File: src/rtl/mem_master.sv
// Data-memory initiator: accepts one word access at a time, drives the DM
// strobes, samples read data after a fixed wait and holds the response.
module mem_master #(
  parameter int unsigned WAIT_CYCLES = 1,
  parameter int unsigned ADDR_WORDS  = 65
) (
  input  logic        clk,
  input  logic        rst,
  input  logic        req_valid,
  output logic        req_ready,
  input  logic        req_we,
  input  logic        req_fetch,
  input  logic [31:0] req_addr,
  input  logic [31:0] req_wdata,
  output logic        resp_valid,
  input  logic        resp_ready,
  output logic [31:0] resp_rdata,
  output logic        resp_err,
  output logic        R_Enable,
  output logic        W_Enable,
  output logic        IorD,
  output logic [31:0] Addr,
  output logic [31:0] W_data,
  input  logic [31:0] R_data
);

  localparam int unsigned CNT_W  = 4;
  localparam int unsigned DATA_W = 32;

  typedef enum logic [1:0] {IDLE, READ, WRITE, RESP} state_e;

  state_e              state_q, state_d;
  logic [CNT_W-1:0]    cnt_q, cnt_d;
  logic                rdy_q, rdy_d;
  logic                rvalid_q, rvalid_d;
  logic [DATA_W-1:0]   rdata_q, rdata_d;
  logic                err_q, err_d;
  logic                ren_q, ren_d;
  logic                wen_q, wen_d;
  logic                iord_q, iord_d;
  logic [DATA_W-1:0]   addr_q, addr_d;
  logic [DATA_W-1:0]   wdata_q, wdata_d;

  logic [DATA_W-1:0]   word_addr_c;
  logic                req_err_c;

  assign word_addr_c = {2'b00, req_addr[31:2]};
  assign req_err_c   = (req_addr[1:0] != 2'b00) |
                       (word_addr_c >= DATA_W'(ADDR_WORDS));

  // Next state, held request fields, and next values of the registered outputs.
  always_comb begin
    state_d = state_q;
    cnt_d   = cnt_q;
    rdata_d = rdata_q;
    err_d   = err_q;
    iord_d  = iord_q;
    addr_d  = addr_q;
    wdata_d = wdata_q;

    case (state_q)
      IDLE: begin
        if (req_valid) begin
          addr_d  = word_addr_c;
          wdata_d = req_wdata;
          err_d   = req_err_c;
          rdata_d = '0;
          // A fetch flag on a store is meaningless; stores always hit the data region.
          iord_d  = req_fetch & ~req_we;
          if (req_err_c) begin
            state_d = RESP;
          end else if (req_we) begin
            state_d = WRITE;
          end else begin
            state_d = READ;
            cnt_d   = CNT_W'(WAIT_CYCLES);
          end
        end
      end
      READ: begin
        cnt_d = cnt_q - CNT_W'(1);
        if (cnt_q <= CNT_W'(1)) begin
          rdata_d = R_data;
          state_d = RESP;
        end
      end
      WRITE: begin
        state_d = RESP;
      end
      RESP: begin
        if (resp_ready) begin
          state_d = IDLE;
        end
      end
      default: begin
        state_d = IDLE;
      end
    endcase

    rdy_d    = (state_d == IDLE);
    rvalid_d = (state_d == RESP);
    ren_d    = (state_d == READ);
    wen_d    = (state_d == WRITE);
  end

  always_ff @(posedge clk) begin
    if (rst) begin
      state_q  <= IDLE;
      cnt_q    <= '0;
      rdy_q    <= 1'b1;
      rvalid_q <= 1'b0;
      rdata_q  <= '0;
      err_q    <= 1'b0;
      ren_q    <= 1'b0;
      wen_q    <= 1'b0;
      iord_q   <= 1'b0;
      addr_q   <= '0;
      wdata_q  <= '0;
    end else begin
      state_q  <= state_d;
      cnt_q    <= cnt_d;
      rdy_q    <= rdy_d;
      rvalid_q <= rvalid_d;
      rdata_q  <= rdata_d;
      err_q    <= err_d;
      ren_q    <= ren_d;
      wen_q    <= wen_d;
      iord_q   <= iord_d;
      addr_q   <= addr_d;
      wdata_q  <= wdata_d;
    end
  end

  assign req_ready  = rdy_q;
  assign resp_valid = rvalid_q;
  assign resp_rdata = rdata_q;
  assign resp_err   = err_q;
  assign R_Enable   = ren_q;
  assign W_Enable   = wen_q;
  assign IorD       = iord_q;
  assign Addr       = addr_q;
  assign W_data     = wdata_q;

endmodule
File: config.mk
export PLATFORM = sky130hd
export DESIGN_NAME = mem_master
export DESIGN_NICKNAME = d
export VERILOG_FILES = /design/src/rtl/mem_master.sv
export SDC_FILE = /design/constraint.sdc
export NUM_CORES = 1
export LEC_CHECK = 0
export CAP_MARGIN = 25
export CORE_MARGIN = 3
export CORE_UTILIZATION = 39
export CTS_CLUSTER_DIAMETER = 200
export DETAILED_ROUTE_END_ITERATION = 8
export PLACE_DENSITY = 0.88
export SLEW_MARGIN = 20
export SYNTH_ARGS = -nofsm -noshare
export SYNTH_HDL_FRONTEND = slang
export SYNTH_SLANG_ARGS = --single-unit
File: constraint.sdc
create_clock -name clk -period 2.2 [get_ports clk]
set_input_delay 0.55 -clock clk [delete_from_list [all_inputs] [get_ports clk]]
set_output_delay 0.55 -clock clk [all_outputs]
set_load 0.05 [all_outputs]
==> metrics.txt, run 1 <==
Clock Sinks 106; max cap viols 0; Clock Pin Slew Worst Setup and Hold Paths 0.09 ns; Worst Skew 0.0109 ns; Core Rows 36; Max-slew headroom 0.630; synth-to-layout area growth 60.5%; Core Footprint 0.00977 mm2; Total Routing Usage GR 0.210; Cell variety after synth 38; Final Critical Period 2.11 ns; WL final 12000 um; CP max stage delay 0.82 ns; post-synthesis mux area share 0; Root Buffer Master clkbuf_8; HPWL Detailed 9050 um; period utilization 0.959; main combinational cell family by area after synthesis simple AND/OR/NAND/NOR gates; gr ovfl total 0; initial antenna violation count 0; nets 777; # IOs 204; register bit total from synthesis 106; Die Span X 106 um; CP bufs+invs 1; Post-CTS Repair Setup Buffers 0; crit path max-delay cell type clkdlybuf4s50_1; routability cong. 0.761; Hold WC Path Type register to register; top cells by area, synth dfxtp_1, nand2_1, a21oi_1, nand3_1, clkbuf_1; WP data required 1.65 ns; hold_buf cts 0; Simple-Gate Fraction of Synth Area 0.239; Max Root-Sink Buffers 2; Fin. Hold Viols 0; share of layout cells above drive strength 1 0.0532; port bufs 201; Max Freq 474 MHz; CP arrival 1.56 ns; Synth Cell Area 0.00394 mm2; die area 0.0113 mm2; Initial Util 0.403; post-route design area 0.00632 mm2; adder-cell area share of the yosys netlist 0.00636; ANT nets after route 0; share of the synthesized area in the top cell type 0.539; DRT Pass-1 Iters 5; WL per Instance 14.9 um; Starting DRT DRC Count 206; largest net degree at the start of global routing 45; first-pass GRT wire length 19000 um; Placed Area 0.00611 mm2; Top FF cell, synth dfxtp_1; LEAKAGE 2.24 nW; cts repair resizes 0; Worst Max-Slew Pin Slew 0.554 ns; Setup CP Type register to output port; XOR/XNOR share of the synthesized area 0.00667; worst hold slack 0.454 ns; vias per inst 5.02; Post-synth ARST share 0; Post-route DRC 0; TritonCTS clock tree done; vias in the first global route 3949; fin util 0.646; fin. max-slew vios 0; synthesized area per cell 8.09 um2; number of synthesized flops with an enable pin 0; Synth area leader dfxtp_1; post-route worst setup slack 0.0902 ns; Max VDD drop 0.547 mV; Worst-Skew Late Latency 0.36 ns; synthesized instance count 487; delay-heaviest family, CP buffers and inverters; CTS HTree Levels 3; Commonest cells post-synth nand2_1, dfxtp_1, a21oi_1; DP Worst Slack -0.234 ns; crit-path cells clkdlybuf4s50_1; most common cell in the netlist nand2_1; cts bufs inserted 9; CP max FO 2; RSZ-0062 raised after global routing no; die height 106 um; Startpoint Class register; sequential-to-total area share from yosys stat 0.539; n_diodes 0; status finished clean; Syn. warnings 0; post-synthesis compound-gate area fraction 0.163; vias post-DR 4064; # setup viols final 0; CP endpoint kind output port; Cell Pwr Density 1080 mW/mm2
-- routing by layer --
layer | up-vias | track usage | part of all wire | routed length (um)
li1 | 1997 | - | - | -
met1 | 1883 | 0.239 | 0.39 | 4740
met2 | 163 | 0.364 | 0.50 | 6040
met3 | 21 | 0.0625 | 0.080 | 962
met4 | 0 | 0.0895 | 0.024 | 289
met5 | - | 0 | 0 | 0
-- final timing paths --
| kind | startpoint | to | slack [ns] | cells past startpoint |
|---|---|---|---|---|
| max | W_data[11] | W_data[11] | 0.09 | 1 |
| min | resp_rdata[28] | resp_rdata[28] | 0.45 | 2 |
| max reg2reg | state_q[0] | resp_rdata[5] | 0.43 | 5 |
| min reg2reg | resp_rdata[28] | resp_rdata[28] | 0.45 | 2 |
-- where the power goes --
| group | switching, mW | internal (mW) | total [mW] |
|---|---|---|---|
| Clock | 0.620 | 0.636 | 1.26 |
| Combinational | 1.98 | 1.10 | 3.08 |
| Sequential | 0.226 | 2.24 | 2.46 |
| Total | 2.82 | 3.98 | 6.80 |
-- kinds of logic (layout without fill, tap and decap cells) --
kind of cell,after synthesis,count (layout)
xor+xnor,3,3
buf+inv,42,231
flops,106,106
other cells,1,2
compound gates,114,114
fa+ha+maj,2,2
simple gates,219,219
-- layout by cell type (no fill, tap or decap), types with 2 or more instances in the layout --
cell,synthesis,layout
nor2_1,6,6
clkdlybuf4s50_1,0,199
xnor2_1,2,2
bufinv_16,0,2
conb_1,1,2
a211oi_1,3,3
ha_1,2,2
clkbuf_8,0,9
dfxtp_1,106,106
or4_1,2,2
buf_12,0,4
inv_1,2,2
o22ai_1,2,2
nand3_1,34,34
nand2_1,160,160
buf_4,2,11
clkinv_2,0,2
a21oi_1,98,98
nor4_1,6,6
-- cell type report --
cell class / count / area (um2)
fill: 811 / 3460
clock buffer: 10 / 128
timing repair buffer: 214 / 2150
tap: 133 / 166
multi-input combinational: 340 / 1660
clock inverter: 5 / 78.8
inverter: 2 / 7.51
sequential: 106 / 2120
-- registers in the layout (all words and copies together), names as in the netlist --
register and cells:
W_Enable 1, R_Enable 1, resp_valid 1, cnt_q 4, IorD 1, state_q 2
resp_err 1, W_data 32, Addr 30, req_ready 1, resp_rdata 32
-- per-stage QoR --
| stage | TNS, ns | power [mW] | cells |
|---|---|---|---|
| after global placement | -1.22 | 5.50 | 795 |
| final | 0 | 6.80 | 810 |
| after CTS | 0 | 6.85 | 810 |
| after global routing | 0 | 7.17 | 810 |
| after floorplan | 0 | 4.43 | 488 |
| after detailed placement | -2.60 | 5.59 | 795 |
Power figures use the tool's default switching activity.
==> run 2, diff against run 1 <==
--- a/config.mk
+++ b/config.mk
@@ -7,10 +7,10 @@
 export LEC_CHECK = 0
 export CAP_MARGIN = 25
 export CORE_MARGIN = 3
-export CORE_UTILIZATION = 39
+export CORE_UTILIZATION = 36
 export CTS_CLUSTER_DIAMETER = 200
 export DETAILED_ROUTE_END_ITERATION = 8
-export PLACE_DENSITY = 0.88
+export PLACE_DENSITY = 0.86
 export SLEW_MARGIN = 20
 export SYNTH_ARGS = -nofsm -noshare
 export SYNTH_HDL_FRONTEND = slang
==> constraint.sdc (replaced) <==
create_clock -name clk -period 1.9 [get_ports clk]
set_input_delay 0.475 -clock clk [delete_from_list [all_inputs] [get_ports clk]]
set_output_delay 0.475 -clock clk [all_outputs]
set_load 0.05 [all_outputs]
==> run 2 against run 1 <==
The run now ends with setup timing left. Utilization decreased by 4.8 points. Via count decreased by 0.34%. First-iteration DRC count increased by 33%. Combinational power increased by 19%. Hold slack improved by 0.0016 ns. Power increased by 18%. Critical path depth increased by 5. Register-to-register slack got worse by 0.24 ns. Flip-flop and latch count unchanged. Wire length decreased by 1.5%. Clock power increased by 23%. Die area increased by 7.8%. Critical endpoint is now R_Enable. Highest routed layer unchanged.
==> metrics.txt, run 2 (synthesis gave the netlist of run 1 again) <==
routability cong. 0.831 (was 0.761); most frequent cells in the layout nand2_1, buf_4, dfxtp_1 (was clkdlybuf4s50_1, nand2_1, dfxtp_1); delay-heaviest family, CP buffers and inverters (unchanged); Startpoint Class primary input (was register); cell-internal power 4.74 mW (was 3.98 mW); fin cells 830 (was 810); Core Footprint 0.0105 mm2 (was 0.00977 mm2); Post-route DRC 0 (unchanged); Max Root-Sink Buffers 2 (unchanged); LEAKAGE 2.53 nW (was 2.24 nW); Worst Skew 0.00943 ns (was 0.0109 ns); failing checks setup timing; Max Freq 525 MHz; CP endpoint kind register (was output port); vias post-DR 4050 (was 4064); TritonCTS clock tree done (unchanged); Setup CP Type primary input to register (was register to output port); CP max stage delay 0.45 ns (was 0.82 ns); largest net degree at the start of global routing 47 (was 45); ANT nets after route 0 (unchanged); HPWL Detailed 8830 um (was 9050 um); Clock Pin Slew Worst Setup and Hold Paths 0.10 ns (was 0.09 ns); Clock power frac 0.193 (was 0.185); Final Critical Period 1.90 ns; synth-to-layout area growth 58.9% (was 60.5%); status complete, but fails checks (was finished clean); Die Span X 111 um (was 106 um); Final Power 8.05 mW (was 6.80 mW); Max VDD drop 0.668 mV (was 0.547 mV); Clock Sinks 106 (unchanged); # IOs 204 (unchanged); post-route design area 0.00626 mm2 (was 0.00632 mm2); die area 0.0122 mm2 (was 0.0113 mm2); Initial Util 0.376 (was 0.403); share of layout cells above drive strength 1 0.220 (was 0.0532); die height 111 um (was 106 um); crit path max-delay cell type clkdlybuf4s50_1 (unchanged); port bufs 201 (unchanged); vias per inst 4.88 (was 5.02); cts bufs inserted 9 (unchanged); WL final 11900 um (was 12000 um); vias in the first global route 3990 (was 3949); max cap viols 0 (unchanged); nets 793 (was 777); Hold WC Path Type register to register (unchanged); Root Buffer Master clkbuf_8 (unchanged); Logic pwr share 0.457 (was 0.453); Net Switching 3.32 mW (was 2.82 mW); Starting DRT DRC Count 273 (was 206); WP data required 2.20 ns (was 1.65 ns); Switching Fraction 0.412 (was 0.415); cell count after placement 810 (was 795); first-pass GRT wire length 19300 um (was 19000 um); Cell Pwr Density 1290 mW/mm2 (was 1080 mW/mm2); worst hold slack 0.455 ns (was 0.454 ns); period utilization 1.00; Core Rows 37 (was 36); fin. max-slew vios 0 (unchanged); crit-path cells clkdlybuf4s50_1 > nor4_2 > nand4_1 > buf_4 > o41ai_2 > o2111a_1 (was clkdlybuf4s50_1); Total Routing Usage GR 0.187 (was 0.210); n_diodes 0 (unchanged); setup total negative slack -0.00432 ns (was 0 ns); Fin. Hold Viols 0 (unchanged); CTS HTree Levels 3 (unchanged); DRT Pass-1 Iters 4 (was 5); Placed Area 0.00598 mm2 (was 0.00611 mm2); Worst-Skew Late Latency 0.35 ns (was 0.36 ns); gr ovfl total 0 (unchanged); post-route worst setup slack -0.00432 ns (was 0.0902 ns); CP max FO 2 (unchanged); WL per Instance 14.3 um (was 14.9 um); CP arrival 2.20 ns (was 1.56 ns); CP bufs+invs 2 (was 1); initial antenna violation count 0 (unchanged); Sequential Power Share 0.351 (was 0.362); commonest non-fill, non-tap cell in the layout nand2_1 (was clkdlybuf4s50_1); # setup viols final 1 (was 0)
-- run 2: cell types whose count changed in the layout (fill, tap and decap cells not counted), sizes merged --
cell	before	now
dlygate4sd2	0	4
clkbuf	10	12
clkdlybuf4s50	199	96
buf	15	130
inv	3	2
-- run 2: area by class of cell --
cell class / count / area, um2
clock buffers: 12 / 155
clock inverters: 4 / 73.8
fillers: 909 / 4200
inverters: 2 / 7.51
multi-input cells: 340 / 1670
flip-flops and latches: 106 / 2120
well taps: 136 / 170
repair buffers: 230 / 2060
-- run 2: metrics by stage --
stage | utilization | setup slack (ns)
floorplan | - | 0.138
global placement | 0.572 | -0.371
detailed placement | 0.572 | -0.414
CTS | 0.597 | 0.0117
global route | 0.598 | -0.0194
finish | 0.598 | -0.00432
-- run 2: routing by layer --
metal | wire length (um) | part of all wire | vias to the layer above | global-route usage
met1 | 4860 | 0.41 | 1872 | 0.219
met3 | 680 | 0.057 | 17 | 0.0389
li1 | - | - | 2022 | -
met5 | 0 | 0 | - | 0
met4 | 204 | 0.017 | 0 | 0.0698
met2 | 6120 | 0.52 | 139 | 0.333
-- run 2: power groups by stage --
stage	logic (mW)	registers (mW)	clock network, mW
2_1_floorplan	1.23	3.90	0
3_3_place_gp	3.50	2.85	0
3_5_place_dp	3.58	2.87	0
4_1_cts	3.68	2.82	1.61
5_1_grt	3.92	2.87	1.70
6_report	3.68	2.82	1.55
-- run 2: repair_timing --
| item | 4_1_cts | 5_1_grt |
|---|---|---|
| pin swaps | 6 | 1 |
| resized for setup | 4 | 2 |
| hold buffers | 0 | 0 |
| setup buffers | 4 | 0 |
| setup endpoints to repair | 25 | 19 |
-- run 2: worst reg2reg max path, stage by stage (launching register included) --
cell	delay (ns)
dfxtp_1	0.42
inv_1	0.08
ha_1	0.21
nor2_1	0.26
or4_1	0.20
a21boi_0	0.28
o22ai_1	0.13
-- run 2: final timing paths --
check | startpoint | slack (ns) | endpoint | depth (start not counted)
worst min register to register | resp_rdata[0] | 0.46 | resp_rdata[0] | 2
worst max-delay path | req_addr[19] | -0.004 | R_Enable | 6
worst max register to register | cnt_q[0] | 0.19 | resp_valid | 6
worst min-delay path | resp_rdata[0] | 0.46 | resp_rdata[0] | 2
